<file path="config.mk">
export PLATFORM = sky130hd
export DESIGN_NAME = algo_1r1w1p_port_sched
export DESIGN_NICKNAME = d
export VERILOG_FILES = /design/src/rtl/algo_1r1w1p_port_sched.sv
export SDC_FILE = /design/constraint.sdc
export NUM_CORES = 1
export LEC_CHECK = 0
export ABC_AREA = 1
export CAP_MARGIN = 20
export CORE_MARGIN = 5
export CORE_UTILIZATION = 40
export DETAILED_ROUTE_END_ITERATION = 6
export PLACE_DENSITY = 0.7
export SYNTH_ARGS = -nofsm -noshare
export SYNTH_HDL_FRONTEND = slang
export SYNTH_SLANG_ARGS = --single-unit
</file>
<file path="constraint.sdc">
create_clock -name clk -period 7.3 [get_ports clk]
set_input_delay 1.825 -clock clk [delete_from_list [all_inputs] [get_ports clk]]
set_output_delay 1.825 -clock clk [all_outputs]
set_load 0.01 [all_outputs]
</file>
<file path="src/rtl/algo_1r1w1p_port_sched.sv">
// Shares one 1RW bank between a 1R/1W logical port: reads own the bank, writes park in a FIFO buffer.
// Optional ALGO_1R1W1P_SCHED_ERR_EN adds a sticky protocol-violation flag (err_sticky).
module algo_1r1w1p_port_sched #(
    parameter int WIDTH      = 64,
    parameter int NUMADDR    = 8192,
    parameter int BITADDR    = 13,
    parameter int SRAM_DELAY = 1,
    parameter int BUFDPTH    = 4,
    parameter int BITBUF     = 2
) (
    input  logic               clk,
    input  logic               rst,
    output logic               ready,
    input  logic               write,
    input  logic [BITADDR-1:0] wr_adr,
    input  logic [WIDTH-1:0]   din,
    output logic               wr_full,
    input  logic               read,
    input  logic [BITADDR-1:0] rd_adr,
    output logic               rd_vld,
    output logic [WIDTH-1:0]   rd_dout,
    output logic               t1_readA,
    output logic               t1_writeA,
    output logic [BITADDR-1:0] t1_addrA,
    output logic [WIDTH-1:0]   t1_dinA,
`ifdef ALGO_1R1W1P_SCHED_ERR_EN
    output logic               err_sticky,
`endif
    input  logic [WIDTH-1:0]   t1_doutA
);

    localparam logic [BITADDR-1:0] LAST_ADR = BITADDR'(NUMADDR - 1);
    localparam logic [BITBUF:0]    FULL_CNT = (BITBUF + 1)'(BUFDPTH);

    typedef enum logic {ST_INIT, ST_READY} state_t;

    state_t             state_q;
    logic [BITADDR-1:0] init_cnt_q;
    logic               ready_q;
    logic               wr_full_q;
    logic [BITADDR-1:0] buf_adr_q [BUFDPTH];
    logic [WIDTH-1:0]   buf_dat_q [BUFDPTH];
    logic [BITBUF-1:0]  wr_ptr_q;
    logic [BITBUF-1:0]  rd_ptr_q;
    logic [BITBUF:0]    cnt_q;
    logic [BITBUF:0]    cnt_d;
    logic               vld_q [SRAM_DELAY];
    logic               hit_q [SRAM_DELAY];
    logic [WIDTH-1:0]   fwd_q [SRAM_DELAY];
    logic [WIDTH-1:0]   dout_hold_q;

    logic               in_init;
    logic               active;
    logic               rd_acc;
    logic               hit;
    logic [WIDTH-1:0]   hit_dat;
    logic               bank_rd;
    logic               pop;
    logic               push;
    logic [WIDTH-1:0]   rd_data;

    assign in_init = rst && (state_q == ST_INIT);
    assign active  = rst && (state_q == ST_READY);
    assign rd_acc  = active && read;

    // Walk oldest to youngest so the last match (youngest write) wins.
    always_comb begin
        hit     = 1'b0;
        hit_dat = '0;
        for (int i = 0; i < BUFDPTH; i++) begin
            if (((BITBUF + 1)'(i) < cnt_q) &&
                (buf_adr_q[rd_ptr_q + BITBUF'(i)] == rd_adr)) begin
                hit     = 1'b1;
                hit_dat = buf_dat_q[rd_ptr_q + BITBUF'(i)];
            end
        end
    end

    assign bank_rd = rd_acc && !hit;
    assign pop     = active && !bank_rd && (cnt_q != '0);
    assign push    = active && write && !wr_full_q;
    assign cnt_d   = cnt_q + (BITBUF + 1)'(push) - (BITBUF + 1)'(pop);

    assign t1_readA  = bank_rd;
    assign t1_writeA = pop || in_init;
    assign t1_addrA  = bank_rd ? rd_adr :
                       pop     ? buf_adr_q[rd_ptr_q] :
                       in_init ? init_cnt_q : '0;
    assign t1_dinA   = pop ? buf_dat_q[rd_ptr_q] : '0;

    assign rd_data = hit_q[SRAM_DELAY-1] ? fwd_q[SRAM_DELAY-1] : t1_doutA;
    assign rd_vld  = vld_q[SRAM_DELAY-1];
    assign rd_dout = rd_vld ? rd_data : dout_hold_q;
    assign ready   = ready_q;
    assign wr_full = wr_full_q;

    always_ff @(posedge clk) begin
        if (!rst) begin
            state_q     <= ST_INIT;
            init_cnt_q  <= '0;
            ready_q     <= 1'b0;
            wr_full_q   <= 1'b0;
            wr_ptr_q    <= '0;
            rd_ptr_q    <= '0;
            cnt_q       <= '0;
            dout_hold_q <= '0;
            for (int k = 0; k < SRAM_DELAY; k++) vld_q[k] <= 1'b0;
        end else begin
            case (state_q)
                ST_INIT: begin
                    init_cnt_q <= init_cnt_q + 1'b1;
                    if (init_cnt_q == LAST_ADR) begin
                        state_q <= ST_READY;
                        ready_q <= 1'b1;
                    end
                end
                default: ;
            endcase
            if (push) wr_ptr_q <= wr_ptr_q + 1'b1;
            if (pop)  rd_ptr_q <= rd_ptr_q + 1'b1;
            cnt_q     <= cnt_d;
            wr_full_q <= (cnt_d == FULL_CNT);
            vld_q[0]  <= rd_acc;
            for (int k = 1; k < SRAM_DELAY; k++) vld_q[k] <= vld_q[k-1];
            if (rd_vld) dout_hold_q <= rd_data;
        end
    end

    // Data-only storage: validity is tracked by cnt_q and vld_q.
    always_ff @(posedge clk) begin
        if (push) begin
            buf_adr_q[wr_ptr_q] <= wr_adr;
            buf_dat_q[wr_ptr_q] <= din;
        end
        hit_q[0] <= hit;
        fwd_q[0] <= hit_dat;
        for (int k = 1; k < SRAM_DELAY; k++) begin
            hit_q[k] <= hit_q[k-1];
            fwd_q[k] <= fwd_q[k-1];
        end
    end

`ifdef ALGO_1R1W1P_SCHED_ERR_EN
    logic err_q;

    always_ff @(posedge clk) begin
        if (!rst) begin
            err_q <= 1'b0;
        end else if ((write && wr_full_q) || ((read || write) && !ready_q)) begin
            err_q <= 1'b1;
        end
    end

    assign err_sticky = err_q;
`endif

endmodule

</file>
==> flow_summary.yaml <==
global_route:
  grt_pass1_vias: 24060
  grt.overflow.total: 0
  grt_max_degree: 141
  antenna_found_initial: 13
  grt_use_total_pct: 24.08
  grt_pass1_wl_um: 140100
finish:
  area_delta_synth_final_pct: 19.00
  drive_gt1_share_pct: 3.754
  mostFrequentLayoutCells: "nand2_1 (1487), o21ai_0 (393), inv_1 (349)"
  layout_commonest_cell: "nand2_1"
  fin_nets: 4147
  fill_cells: 6525
pwr:
  leakage_nw: 13.36
  peakVddDrop_mv: 0.1646
  p_per_area_nw_per_um2: 172.7
  power_w: 0.005560
hold_path:
  min_to: "ready"
  hold_class: "flop to flop"
  worstHoldStart: "ready"
  holdPathStages: 2
route:
  drc: 0
  vias_per_cell: 5.283
  ant_nets: 0
  vias: 25910
  firstDrtPassIters: 6
  wirelength_um: 91560
  avgRoutedWirePerCell_um: 18.67
  drt_iter0_drc: 2487
clock_network:
  cts_max_level: 2
  clkLatencyLatePin_ns: 0.63
  clockBufferDepth: 3
  cts.repair.resized: 0
  cts_hold_buf: 0
  numCtsBuffers: 52
  post_cts_buffers: 0
  cts_tree: "done"
  cts_root_buffer: "clkbuf_16"
  numClockSinks: 463
  cts.clk_slew.worst_paths_ns: 0.06
logic_synthesis:
  synth_seq_cells: 463
  synthArstFlopShare_pct: 0
  avgSynthCellArea_um2: 7.057
  synth_warnings: 0
  syn_area_um2: 27050
  synth_edf_count: 308
  ys_top_cells_by_area: "edfxtp_1 (34%), nand2_1 (21%), dfxtp_1 (11%)"
  yosys.area.top_type: "edfxtp_1"
  synth_seq_area_share_pct: 45.66
  synth_cells: 3833
  yosysTopAreaCellShare_pct: 34.19
  ys_types: 36
  synthFlopType: "edfxtp_1"
  synth_nets: 4001
setup_path:
  slowest_stage: "dfxtp_1"
  worstPathRequired_ns: 5.48
  rr_endpoint: "fwd_q[0][46]"
  crit_fanout: 82
  critPathBufInv: 2
  slowest_delay_ns: 0.87
  critPathTopFamily: "simple AND/OR/NAND/NOR gates"
  worstSetupPathType: "flop to primary output"
  crit_arrival_ns: 4.98
  r2r.worst_path.cells: 16
  rr_startpoint: "rd_ptr_q[1]"
  crit_path_start_kind: "flop"
  cp-end-kind: "primary output"
  r2r_setup_slack_ns: 2.05
  crit_path_cell_trace: "nand2_1, nand2_4, nand2_1, a21oi_1, nor2_1, nand3_1, nor2_4, nor2_1, nand3_2, nand2_4, buf_12, nor2_1, clkdlybuf4s50_1"
  crit_top_cell: "nor2_1"
timing:
  fin_tns_setup_ns: 0
  worstMarginPinSlew_ns: 1.120
  skew_ns: 0.03562
  relSlewSlack_pct: 25.34
  setup_viol: 0
  rsz0062_at_grt: "false"
  hold_viol_final: 0
  fin_crit_sh_pct: 93.15
  max_freq_ghz: 0.1471
  fin_crit_ns: 6.800
  finalMaxSlewViolations: 0
outcome:
  outcome: "complete, no violations"
placed_design:
  gp_congestion: 0.9006
  dp_hpwl_um: 55820
  port_buffers: 303
floorplanning:
  die_area_um2: 72920
  die_y_um: 270.0
  initial_core_util_pct: 40.28
  rows: 95
  die_w_um: 270.0
  io_pins: 304
  fp.coreArea_um2: 67160
job:
  max_cap_viol_count: 0
## stage by stage
stage                     std cells  util, %  area, um2  setup WS, ns  hold WS (ns)
final                          4905    47.93      32190        0.4997        0.4581
after global routing           4900    47.91      32180        0.1865        0.4845
after CTS                      4895    47.89      32160        0.3236        0.4635
after detailed placement       4798    45.31      30430        0.5824        0.4535
after global placement         4798    45.31      30430        0.6961        0.4451
after floorplan                3833        -      27050         1.021        0.4544
## report_power, final
part | switching [W] | leakage (nW) | internal (W) | total (W)
registers | 0.00000160 | 4.02 | 0.00279 | 0.00279
logic | 0.0000667 | 8.49 | 0.0000872 | 0.000154
clock network | 0.00108 | 0.847 | 0.00153 | 0.00261
total | 0.00115 | 13.4 | 0.00441 | 0.00556
## cell usage after synthesis, drive strengths merged, types with 74 or more instances
cell,n
nor2,296
a21oi,90
clkbuf,173
nand3,160
edfxtp,308
o21ai,487
inv,362
buf,74
nand2,1493
dfxtp,155
## cell type report
class	instances	area, um2	area share [%]
clock buffers	83	1593	4.948
inverters	365	1383	4.295
clock inverters	14	142.6	0.4431
diodes	10	25.02	0.07774
repair buffers	339	3341	10.38
flip-flops and latches	463	12370	38.41
well taps	873	1092	3.393
multi-input cells	2758	12250	38.05
## flip-flops by register name (all words and copies together) (netlist names), 2 cells and up, named ones only
name,count
cnt_q,3
fwd_q,64
init_cnt_q,13
wr_ptr_q,2
dout_hold_q,64
buf_dat_q,256
buf_adr_q,52
rd_ptr_q,2
## worst min-delay path, delay by kind of cell, from the launching register on
family / cells / cell delay (ns)
buffers and inverters: 1 / 0.05
flip-flops: 1 / 0.31
AO/OA/AOI/OAI: 1 / 0.05
## routing by layer
metal	vias to the layer above	GRT usage [%]	part of all wire, %
li1	12720	-	-
met1	11750	31.35	40
met2	1236	40.58	47
met3	205	4.362	9.5
met4	8	8.170	3.2
met5	-	0	0.064
## cells by family (layout without fill, tap and decap cells)
family	count (synthesis)	count (layout)	share of synthesized area, %
simple gates	1965	1965	28.23
compound gates	783	783	16.36
buf+inv	612	801	9.251
flops	463	463	45.66
fa+ha+maj	10	10	0.4903
other cells	0	10	0
## worst max-delay path by stage
stage,to,slack (ns),cells after the start,start
after global placement,t1_dinA[19],0.70,14,rd_adr[0]
after detailed placement,t1_dinA[29],0.58,13,rd_adr[3]
final,t1_dinA[29],0.50,13,rd_ptr_q[1]
after global routing,t1_dinA[29],0.19,17,rd_ptr_q[1]
after floorplan,buf_adr_q[0][0],1.02,7,rst
after CTS,t1_dinA[29],0.32,16,flop
Power figures use the tool's default switching activity.
